`config.mk`:
```
export PLATFORM = sky130hd
export DESIGN_NAME = fft_burst_sched_flat
export DESIGN_NICKNAME = d
export VERILOG_FILES = /design/src/rtl/fft_burst_sched_if.sv /design/src/rtl/fft_burst_sched.sv /design/src/flat_wrapper.sv
export SDC_FILE = /design/constraint.sdc
export NUM_CORES = 1
export LEC_CHECK = 0
export BUFFER_PORTS_ARGS = -buffer_cell sky130_fd_sc_hd__buf_2
export CELL_PAD_IN_SITES_DETAIL_PLACEMENT = 0
export CELL_PAD_IN_SITES_GLOBAL_PLACEMENT = 1
export CORE_MARGIN = 3
export CORE_UTILIZATION = 34
export DETAILED_ROUTE_END_ITERATION = 10
export PLACE_DENSITY = 0.79
export SLEW_MARGIN = 25
export SYNTH_ARGS = -nofsm -noshare
export SYNTH_HDL_FRONTEND = slang
export SYNTH_SLANG_ARGS = --single-unit
```
`constraint.sdc`:
```
create_clock -name clk -period 1.4 [get_ports clk]
set_input_delay 0.35 -clock clk [delete_from_list [all_inputs] [get_ports clk]]
set_output_delay 0.35 -clock clk [all_outputs]
set_load 0.01 [all_outputs]
```
`src/rtl/fft_burst_sched_if.sv`:
```
// Channel/engine signal bundle for fft_burst_sched; the scheduler side is `master`.
// FFT_SCHED_WATCHDOG_EN adds the err_tmo/tmo_state watchdog status signals.
interface fft_burst_sched_if #(
    parameter int LEN_WIDTH = 4,
    parameter int CNT_WIDTH = 16
);
    logic [1:0]           req;
    logic [LEN_WIDTH-1:0] ch0_len;
    logic [LEN_WIDTH-1:0] ch1_len;
    logic [1:0]           ch_inv;
    logic [1:0]           grant;
    logic                 eng_start;
    logic [LEN_WIDTH-1:0] eng_len;
    logic                 eng_inv;
    logic                 in_last_hs;
    logic                 fft_cdone;
    logic                 out_last_hs;
    logic                 busy;
    logic                 frame_done;
    logic                 done_ch;
    logic [CNT_WIDTH-1:0] frame_cnt;
    logic                 err_spur;
`ifdef FFT_SCHED_WATCHDOG_EN
    logic                 err_tmo;
    logic [1:0]           tmo_state;
`endif

    modport master (
        input  req, ch0_len, ch1_len, ch_inv, in_last_hs, fft_cdone, out_last_hs,
        output grant, eng_start, eng_len, eng_inv, busy, frame_done, done_ch,
               frame_cnt, err_spur
`ifdef FFT_SCHED_WATCHDOG_EN
        , output err_tmo, tmo_state
`endif
    );

    modport slave (
        output req, ch0_len, ch1_len, ch_inv, in_last_hs, fft_cdone, out_last_hs,
        input  grant, eng_start, eng_len, eng_inv, busy, frame_done, done_ch,
               frame_cnt, err_spur
`ifdef FFT_SCHED_WATCHDOG_EN
        , input err_tmo, tmo_state
`endif
    );
endinterface

```
`src/rtl/fft_burst_sched.sv`:
```
// Round-robin scheduler sharing one burst FFT engine between two channels (load/calc/unload).
// Optional per-phase watchdog enabled by defining FFT_SCHED_WATCHDOG_EN.
module fft_burst_sched #(
    parameter int LEN_WIDTH = 4,
    parameter int CNT_WIDTH = 16
`ifdef FFT_SCHED_WATCHDOG_EN
    , parameter int TIMEOUT_CYCLES = 4096
`endif
) (
    input logic                clk,
    input logic                rst_n,
    fft_burst_sched_if.master  bus
);
    // Encoding doubles as the tmo_state report value.
    typedef enum logic [1:0] {
        IDLE   = 2'd0,
        LOAD   = 2'd1,
        CALC   = 2'd2,
        UNLOAD = 2'd3
    } state_t;

    state_t               state_q, state_d;
    logic                 rr_q, rr_d;
    logic                 served_q, served_d;
    logic [1:0]           grant_q, grant_d;
    logic                 eng_start_q, eng_start_d;
    logic [LEN_WIDTH-1:0] eng_len_q, eng_len_d;
    logic                 eng_inv_q, eng_inv_d;
    logic                 busy_q, busy_d;
    logic                 frame_done_q, frame_done_d;
    logic                 done_ch_q, done_ch_d;
    logic [CNT_WIDTH-1:0] frame_cnt_q, frame_cnt_d;
    logic                 err_spur_q, err_spur_d;
    logic                 win;
    logic                 spur;

`ifdef FFT_SCHED_WATCHDOG_EN
    localparam int PH_W = $clog2(TIMEOUT_CYCLES);
    logic [PH_W-1:0] phase_q, phase_d;
    logic            err_tmo_q, err_tmo_d;
    logic [1:0]      tmo_state_q, tmo_state_d;
`endif

    always_comb begin
        // NOTE: every signal assigned here gets a default first so no path can infer a latch.
        state_d      = state_q;
        rr_d         = rr_q;
        served_d     = served_q;
        grant_d      = grant_q;
        eng_start_d  = 1'b0;
        eng_len_d    = eng_len_q;
        eng_inv_d    = eng_inv_q;
        frame_done_d = 1'b0;
        done_ch_d    = done_ch_q;
        frame_cnt_d  = frame_cnt_q;
        err_spur_d   = err_spur_q;

        win  = bus.req[rr_q] ? rr_q : ~rr_q;
        spur = (bus.fft_cdone && state_q != CALC) || (bus.out_last_hs && state_q != UNLOAD);
        if (spur) err_spur_d = 1'b1;

        case (state_q)
            IDLE: begin
                if (|bus.req) begin
                    state_d     = LOAD;
                    grant_d     = win ? 2'b10 : 2'b01;
                    eng_start_d = 1'b1;
                    eng_len_d   = win ? bus.ch1_len : bus.ch0_len;
                    eng_inv_d   = bus.ch_inv[win];
                    served_d    = win;
                    rr_d        = ~win;
                end
            end
            LOAD: begin
                // A last-sample strobe coinciding with the start pulse belongs to no frame yet.
                if (bus.in_last_hs && !eng_start_q) begin
                    grant_d = 2'b00;
                    state_d = CALC;
                end
            end
            CALC: begin
                if (bus.fft_cdone) state_d = UNLOAD;
            end
            UNLOAD: begin
                if (bus.out_last_hs) begin
                    frame_done_d = 1'b1;
                    done_ch_d    = served_q;
                    frame_cnt_d  = frame_cnt_q + 1'b1;
                    state_d      = IDLE;
                end
            end
            default: state_d = IDLE;
        endcase

`ifdef FFT_SCHED_WATCHDOG_EN
        err_tmo_d   = 1'b0;
        tmo_state_d = tmo_state_q;
        // Expiry abandons the frame outright; it never counts as completed.
        if (state_q != IDLE && phase_q == PH_W'(TIMEOUT_CYCLES - 1)) begin
            state_d      = IDLE;
            grant_d      = 2'b00;
            frame_done_d = 1'b0;
            done_ch_d    = done_ch_q;
            frame_cnt_d  = frame_cnt_q;
            err_tmo_d    = 1'b1;
            tmo_state_d  = state_q;
        end
        if (state_d != state_q)
            phase_d = '0;
        else if (state_q != IDLE)
            phase_d = phase_q + 1'b1;
        else
            phase_d = phase_q;
`endif

        busy_d = (state_d != IDLE);
    end

    // NOTE: sequential state uses non-blocking assignments so all registers update together.
    always_ff @(posedge clk or negedge rst_n) begin
        if (!rst_n) begin
            state_q      <= IDLE;
            rr_q         <= 1'b0;
            served_q     <= 1'b0;
            grant_q      <= 2'b00;
            eng_start_q  <= 1'b0;
            eng_len_q    <= '0;
            eng_inv_q    <= 1'b0;
            busy_q       <= 1'b0;
            frame_done_q <= 1'b0;
            done_ch_q    <= 1'b0;
            frame_cnt_q  <= '0;
            err_spur_q   <= 1'b0;
`ifdef FFT_SCHED_WATCHDOG_EN
            phase_q      <= '0;
            err_tmo_q    <= 1'b0;
            tmo_state_q  <= 2'd0;
`endif
        end else begin
            state_q      <= state_d;
            rr_q         <= rr_d;
            served_q     <= served_d;
            grant_q      <= grant_d;
            eng_start_q  <= eng_start_d;
            eng_len_q    <= eng_len_d;
            eng_inv_q    <= eng_inv_d;
            busy_q       <= busy_d;
            frame_done_q <= frame_done_d;
            done_ch_q    <= done_ch_d;
            frame_cnt_q  <= frame_cnt_d;
            err_spur_q   <= err_spur_d;
`ifdef FFT_SCHED_WATCHDOG_EN
            phase_q      <= phase_d;
            err_tmo_q    <= err_tmo_d;
            tmo_state_q  <= tmo_state_d;
`endif
        end
    end

    assign bus.grant      = grant_q;
    assign bus.eng_start  = eng_start_q;
    assign bus.eng_len    = eng_len_q;
    assign bus.eng_inv    = eng_inv_q;
    assign bus.busy       = busy_q;
    assign bus.frame_done = frame_done_q;
    assign bus.done_ch    = done_ch_q;
    assign bus.frame_cnt  = frame_cnt_q;
    assign bus.err_spur   = err_spur_q;
`ifdef FFT_SCHED_WATCHDOG_EN
    assign bus.err_tmo    = err_tmo_q;
    assign bus.tmo_state  = tmo_state_q;
`endif
endmodule

```
`src/flat_wrapper.sv`:
```
// flat-port wrapper written by rule: the top's interface ports become plain ports
module fft_burst_sched_flat 
#(
    parameter int LEN_WIDTH = 4,
    parameter int CNT_WIDTH = 16

)
  (clk, rst_n, bus_req, bus_ch0_len, bus_ch1_len, bus_ch_inv, bus_in_last_hs, bus_fft_cdone, bus_out_last_hs, bus_grant, bus_eng_start, bus_eng_len, bus_eng_inv, bus_busy, bus_frame_done, bus_done_ch, bus_frame_cnt, bus_err_spur);
  fft_burst_sched_if #(.LEN_WIDTH(LEN_WIDTH), .CNT_WIDTH(CNT_WIDTH)) bus_i ();
  input logic clk;
  input logic rst_n;
  input wire logic [$bits(bus_i.req)-1:0] bus_req;
  input wire logic [$bits(bus_i.ch0_len)-1:0] bus_ch0_len;
  input wire logic [$bits(bus_i.ch1_len)-1:0] bus_ch1_len;
  input wire logic [$bits(bus_i.ch_inv)-1:0] bus_ch_inv;
  input wire logic [$bits(bus_i.in_last_hs)-1:0] bus_in_last_hs;
  input wire logic [$bits(bus_i.fft_cdone)-1:0] bus_fft_cdone;
  input wire logic [$bits(bus_i.out_last_hs)-1:0] bus_out_last_hs;
  output wire logic [$bits(bus_i.grant)-1:0] bus_grant;
  output wire logic [$bits(bus_i.eng_start)-1:0] bus_eng_start;
  output wire logic [$bits(bus_i.eng_len)-1:0] bus_eng_len;
  output wire logic [$bits(bus_i.eng_inv)-1:0] bus_eng_inv;
  output wire logic [$bits(bus_i.busy)-1:0] bus_busy;
  output wire logic [$bits(bus_i.frame_done)-1:0] bus_frame_done;
  output wire logic [$bits(bus_i.done_ch)-1:0] bus_done_ch;
  output wire logic [$bits(bus_i.frame_cnt)-1:0] bus_frame_cnt;
  output wire logic [$bits(bus_i.err_spur)-1:0] bus_err_spur;
  assign bus_i.req = bus_req;
  assign bus_i.ch0_len = bus_ch0_len;
  assign bus_i.ch1_len = bus_ch1_len;
  assign bus_i.ch_inv = bus_ch_inv;
  assign bus_i.in_last_hs = bus_in_last_hs;
  assign bus_i.fft_cdone = bus_fft_cdone;
  assign bus_i.out_last_hs = bus_out_last_hs;
  assign bus_grant = bus_i.grant;
  assign bus_eng_start = bus_i.eng_start;
  assign bus_eng_len = bus_i.eng_len;
  assign bus_eng_inv = bus_i.eng_inv;
  assign bus_busy = bus_i.busy;
  assign bus_frame_done = bus_i.frame_done;
  assign bus_done_ch = bus_i.done_ch;
  assign bus_frame_cnt = bus_i.frame_cnt;
  assign bus_err_spur = bus_i.err_spur;
  fft_burst_sched #(.LEN_WIDTH(LEN_WIDTH), .CNT_WIDTH(CNT_WIDTH)) u_core (.clk(clk), .rst_n(rst_n), .bus(bus_i));
endmodule
```
==> metrics.csv, run 1 <==
metric,value,unit
p_leak,0.986,nW
power-per-cell-area,1710,nW/um^2
dp.final_hpwl,2.23,mm
part_of_the_yosys_area_used_for_sequential_elements,55.9,%
layout.nets,206,
share_of_final_layout_standard_cells_stronger_than_drive_strength_1,37.6,%
placed_cells_incl_taps,228,
first_pass_grt_wire_length,4.95,mm
whs_endpoint,u_core.bus.eng_len[3],
drt-total-wl,2.89,mm
grt_start_max_net_pins,20,
timing.reg2reg.worst_path_depth,4,
die_w,70.9,um
max-vdd-ir-drop,0.750,mV
finish.utilization,48.9,%
average_size_of_a_mapped_cell,11.0,sq um
critical_path.max_fanout,5,
use_met3,4.40,%
share_of_synthesized_flip_flops_with_an_asynchronous_set_or_reset,100,%
yosysUniqueCellTypes,35,
vias_per_cell,4.59,
layout_worst_path_cycle_share,93.4,%
grt.met1_usage,14.7,%
routedWlPerCell,12.2,um
floorplan.initialDensity,37.2,%
die-height,70.9,um
drt_first_iter_violations,38,
finalInstanceArea,1890,sq um
boundaryPins,45,
layout_setup_ws,0.0921,ns
yosys.area.top_type_share,55.9,%
yosys_most_used_dff,sky130_fd_sc_hd__dfrtp_1,
most_used_standard_cell_by_instance_count_after_synthesis,sky130_fd_sc_hd__dfrtp_1,
globalRoute.totalOverflow,0,
cts.clk_slew.worst_paths,0.06,ns
wp_data_required,1.60,ns
synth_enable_flop_cells,0,
slew_headroom,70.9,%
synth-seq-cells,32,
die_area,5030,sq um
final_antenna_net_count,0,
gp_congestion,0.747,
num_rows,22,
synth_common_cells,"32 x sky130_fd_sc_hd__dfrtp_1, 20 x sky130_fd_sc_hd__nand2_1, 9 x sky130_fd_sc_hd__inv_1",
route.detailed.drc,0,
ys.warnings.count,0,
synth.cell_area,1430,sq um
setup.worst_path.class,reg2reg,
core_area,3850,sq um
period_needed,1.31,ns
timing.max_cap.violations,0,
synth_nets,148,
cts-buffers-inserted,5,
track_usage,12.3,%
clock_tree_root_driver_cell,sky130_fd_sc_hd__clkbuf_8,
buffer_ports.inserted,44,
number_of_buffers_inserted_to_repair_setup_after_cts,0,
maxClockFrequency,0.765,GHz
drtPass1Iterations,4,
gr-max-usage-layer,met2,
cells_after_synth,130,
cts.htree.levels,2,
antenna_found_initial,0,
end_kind,flip-flop,
grt_setup_unrepaired,true,
timing.clock.skew,0.00251,ns
insertion_delay,0.28,ns
worst_slew_pin_tran,0.437,ns
type_of_the_most_critical_hold_path,in2reg,
postPlaceCellArea,1770,sq um
startpoint_of_the_worst_slack_reg_to_reg_timing_path,u_core.bus.frame_cnt[6],
dp_worst_setup_slack,-0.0114,ns
clock_sink_total,32,
tritoncts,built,
slew_viol_final,0,
number_of_setup_violations_in_the_final_report,0,
ff2ff_setup_slack,0.09,ns
hold_path_stages,3,
met2_usage,19.8,%
cp-start-kind,flip-flop,
synthDominantAreaCellType,sky130_fd_sc_hd__dfrtp_1,
fin_total_pwr,0.00323,W
timing.rr.end,u_core.bus.frame_cnt[15],
antenna_cells,0,
status,"finished, final reports clean",
flow.area_growth_from_synthesis,31.6,%
finalHoldViolations,0,
holdCritStartpoint,bus_ch1_len[3],
ys_top_cells_by_area,"sky130_fd_sc_hd__dfrtp_1 56%, sky130_fd_sc_hd__nand2_1 5.2%, sky130_fd_sc_hd__xnor2_1 4.9%, sky130_fd_sc_hd__xor2_1 4.3%, sky130_fd_sc_hd__mux2i_1 4.2%",
vias,1088,
crit_arrival,1.51,ns
final_cells,237,
first_global_vias,1144,
ctsLongestPathBuffers,2,
==> placed cells by master, fill, tap and decap left out, drive strengths merged, types with 4 or more instances in the layout <==
cell	synthesis	final
buf	3	53
xnor2	8	8
clkbuf	0	8
mux2i	6	6
nand2	20	20
nor2	6	6
nand3	4	4
xor2	7	7
dfrtp	32	32
o21ai	8	8
inv	9	9
nor3	5	5
==> report_power, final <==
part	switching (W)	leakage, nW	internal (W)	total [W]
logic	0.000582	0.549	0.000530	0.00111
clock network	0.000318	0.0455	0.000400	0.000718
registers	0.000203	0.392	0.00119	0.00140
==> metal layers <==
layer,routed length [um],vias up
li1,-,546
met1,1250,503
met2,1390,32
met3,201,7
met4,53,0
met5,0,-
==> worst max-delay path by stage <==
stage / start / end / slack [ns]
floorplan: u_core.state_q[0] / u_core.bus.eng_inv / 0.06
global placement: bus_out_last_hs / u_core.bus.frame_cnt[15] / 0.04
detailed placement: bus_out_last_hs / u_core.bus.frame_cnt[15] / -0.01
CTS: u_core.bus.frame_cnt[6] / u_core.bus.frame_cnt[15] / 0.03
global route: u_core.bus.frame_cnt[6] / u_core.bus.frame_cnt[12] / -0.008
finish: u_core.bus.frame_cnt[6] / u_core.bus.frame_cnt[15] / 0.09
==> repair_timing <==
item | 4_1_cts | 5_1_grt
gates resized for setup | 0 | 4
hold buffers | 1 | 0
endpoints found under the hold margin | 13 | 0
setup endpoints to repair | 0 | 4
==> worst max-delay path, cell delays in order, from the launching register on <==
cell                      delay (ns)
sky130_fd_sc_hd__dfrtp_1        0.38
sky130_fd_sc_hd__and4_1         0.28
sky130_fd_sc_hd__nand3_2        0.16
sky130_fd_sc_hd__nor4_4         0.25
sky130_fd_sc_hd__xor2_1         0.16
==> logic make-up (layout without fill, tap and decap cells) <==
group           Yosys count  count (layout)  share of synthesized area [%]
simple gates             47              47                           18.2
compound gates           16              16                           6.81
fa+ha+maj                 1               1                          0.873
buf+inv                  13              72                           4.89
mux                       6               6                           4.19
flops                    32              32                           55.9
xor+xnor                 15              15                           9.17
==> area by class of cell <==
class                   instances  area [sq um]
clock buffers                   8          90.1
fillers                       379          1970
inverters                      10          42.5
multi-input cells              85           579
flip-flops and latches         32           803
well taps                      48          60.1
repair buffers                 54           310
==> stage by stage <==
stage / hold WS, ns / TNS [ns]
floorplan: 0.0544 / 0
global placement: 0.270 / 0
detailed placement: 0.275 / -0.0114
CTS: 0.343 / 0
global route: 0.366 / -0.0116
finish: 0.353 / 0
==> state kept, by name (all words and copies together) (netlist names) <==
register,count
u_core.bus.eng_len,4
u_core.bus.err_spur,1
u_core.bus.frame_done,1
u_core.state_q,2
u_core.bus.eng_start,1
u_core.bus.grant,2
u_core.bus.busy,1
u_core.served_q,1
u_core.rr_q,1
u_core.bus.eng_inv,1
u_core.bus.done_ch,1
u_core.bus.frame_cnt,16
Note: power is estimated with default switching activity, not from simulation.
==> inputs of run 2 (changes only) <==
--- a/config.mk
+++ b/config.mk
@@ -9,9 +9,10 @@
 export CELL_PAD_IN_SITES_DETAIL_PLACEMENT = 0
 export CELL_PAD_IN_SITES_GLOBAL_PLACEMENT = 1
 export CORE_MARGIN = 3
-export CORE_UTILIZATION = 34
+export CORE_UTILIZATION = 41
 export DETAILED_ROUTE_END_ITERATION = 10
-export PLACE_DENSITY = 0.79
+export PLACE_DENSITY = 0.88
+export SKIP_LAST_GASP = 1
 export SLEW_MARGIN = 25
 export SYNTH_ARGS = -nofsm -noshare
 export SYNTH_HDL_FRONTEND = slang
==> constraint.sdc (replaced) <==
create_clock -name clk -period 1.6 [get_ports clk]
set_input_delay 0.4 -clock clk [delete_from_list [all_inputs] [get_ports clk]]
set_output_delay 0.4 -clock clk [all_outputs]
set_load 0.01 [all_outputs]
==> run 2 against run 1 <==
Compared with the run above: non-clock buffer count down 9; combinational power down 25%; power down 21%; die area down 16%; routed wire length down 6.8%; flip-flop and latch count unchanged; worst hold slack worse by 0.24 ns; sequential power down 10%; register-to-register slack about the same; clock power down 35%; critical path depth down 1; final cell count down 5.5%; critical path type unchanged; critical endpoint is now u_core.rr_q; largest power group unchanged.
==> metrics.csv, run 2 (same netlist as run 1, synthesis figures left out) <==
metric,value,unit
status,"finished, final reports clean",
period_needed,1.52,ns
tritoncts,built,
layout.nets,197,
flow.area_growth_from_synthesis,21.9,%
cts.htree.levels,2,
number_of_setup_violations_in_the_final_report,0,
timing.clock.skew,0.00143,ns
fin_total_pwr,0.00256,W
number_of_buffers_inserted_to_repair_setup_after_cts,0,
fin_tns_setup,0,ns
max-vdd-ir-drop,0.701,mV
timing.max_cap.violations,0,
final_antenna_net_count,0,
floorplan.initialDensity,44.7,%
core_area,3200,sq um
layout_worst_path_cycle_share,94.8,%
crit_arrival,1.72,ns
drtPass1Iterations,4,
path_cells,or3_2 > nor2_1 > a21oi_1,
die_w,65.1,um
worst_path_max_delay_cell,sky130_fd_sc_hd__or3_2,
num_rows,20,
final.fill_count,303,
end_kind,flip-flop,
slew_viol_final,0,
vias,1066,
ctsLongestPathBuffers,2,
clock_sink_total,32,
critical_path.max_fanout,17,
largest_register_ffs,16,
type_of_the_most_critical_hold_path,in2async,
cts.clk_slew.worst_paths,0.09,ns
maxClockFrequency,0.659,GHz
die_area,4240,sq um
finalHoldViolations,0,
drt-total-wl,2.70,mm
antenna_cells,0,
cts-buffers-inserted,5,
worst_slew_pin_tran,0.683,ns
gp_congestion,0.778,
drt_first_iter_violations,60,
dp.final_hpwl,2.08,mm
timing.reg2reg.worst_path_depth,3,
slowest_delay,0.65,ns
grt_setup_unrepaired,false,
insertion_delay,0.32,ns
boundaryPins,45,
die-height,65.1,um
p_leak,0.926,nW
route.detailed.drc,0,
first_global_vias,1070,
routedWlPerCell,12.0,um
globalRoute.totalOverflow,0,
cp-start-kind,flip-flop,
antenna_found_initial,0,
first_pass_grt_wire_length,4.71,mm
mostFrequentLayoutCell,sky130_fd_sc_hd__buf_2,
track_usage,14.7,%
leading_cell_types_in_the_layout_fill_and_taps_excluded,"44 x sky130_fd_sc_hd__buf_2, 32 x sky130_fd_sc_hd__dfrtp_1, 20 x sky130_fd_sc_hd__nand2_1",
holdBufCountCts,0,
setup.worst_path.class,reg2reg,
buffer_ports.inserted,44,
ff2ff_setup_slack,0.08,ns
postPlaceCellArea,1690,sq um
wp_data_required,1.81,ns
slew_headroom,54.5,%
clock_tree_root_driver_cell,sky130_fd_sc_hd__clkbuf_4,
cts.repair.resized,0,
share_of_final_layout_standard_cells_stronger_than_drive_strength_1,33.3,%
vias_per_cell,4.76,
finalInstanceArea,1750,sq um
power-per-cell-area,1460,nW/um^2
grt_start_max_net_pins,33,
-- run 2: cell types whose count changed in the layout (fill, tap and decap cells not counted), moves of 2 or more --
cell / previous run / this run
sky130_fd_sc_hd__buf_4: 8 / 1
sky130_fd_sc_hd__clkbuf_4: 0 / 5
sky130_fd_sc_hd__clkbuf_8: 6 / 1
sky130_fd_sc_hd__dfrtp_1: 30 / 32
sky130_fd_sc_hd__dfrtp_2: 2 / 0
-- run 2: layer usage --
| layer | vias to the layer above | track usage (%) | part of all wire [%] |
|---|---|---|---|
| met5 | - | 0 | 0 |
| met4 | 0 | 3.89 | 0.71 |
| met3 | 4 | 7.01 | 8.0 |
| met2 | 39 | 23.6 | 48 |
| met1 | 491 | 17.8 | 43 |
| li1 | 532 | - | - |
-- run 2: where the power goes --
group	total, W	internal [W]	switching [W]
sequential	0.00126	0.00104	0.000221
combinational	0.000832	0.000377	0.000455
clock	0.000467	0.000217	0.000250
-- run 2: path summary, 6_finish.rpt --
path | end | from
hold reg to reg | u_core.bus.frame_cnt[15] | u_core.bus.frame_cnt[15]
hold / removal | u_core.bus.frame_cnt[9] | rst_n
max in group asynchronous | u_core.rr_q | rst_n
min in group clk | u_core.bus.eng_len[3] | bus_ch0_len[3]
setup / recovery | u_core.rr_q | u_core.state_q[1]
setup reg to reg | u_core.rr_q | u_core.state_q[1]
-- run 2: final cells by class --
cell class / count / area, sq um / area share (%)
flip-flops and latches: 32 / 801 / 45.8
multi-input cells: 85 / 562 / 32.2
well taps: 44 / 55.1 / 3.15
inverters: 10 / 42.5 / 2.44
clock buffers: 8 / 58.8 / 3.37
repair buffers: 45 / 228 / 13.0
-- run 2: worst max-delay path: cells and delay by family, from the launching register on --
family	cells	cell delay, ns
AO/OA/AOI/OAI	1	0.05
flip-flops	1	0.49
AND/OR/NAND/NOR	2	0.86
-- run 2: per-stage QoR --
stage	instances	hold WS (ns)	worst slack [ns]	utilization, %
global route	224	0.140	0.0214	54.5
CTS	224	0.127	0.0768	54.5
finish	224	0.110	0.0828	54.5
detailed placement	216	0.450	0.0689	52.7
floorplan	130	0.104	0.140	-
global placement	216	0.451	0.141	52.7
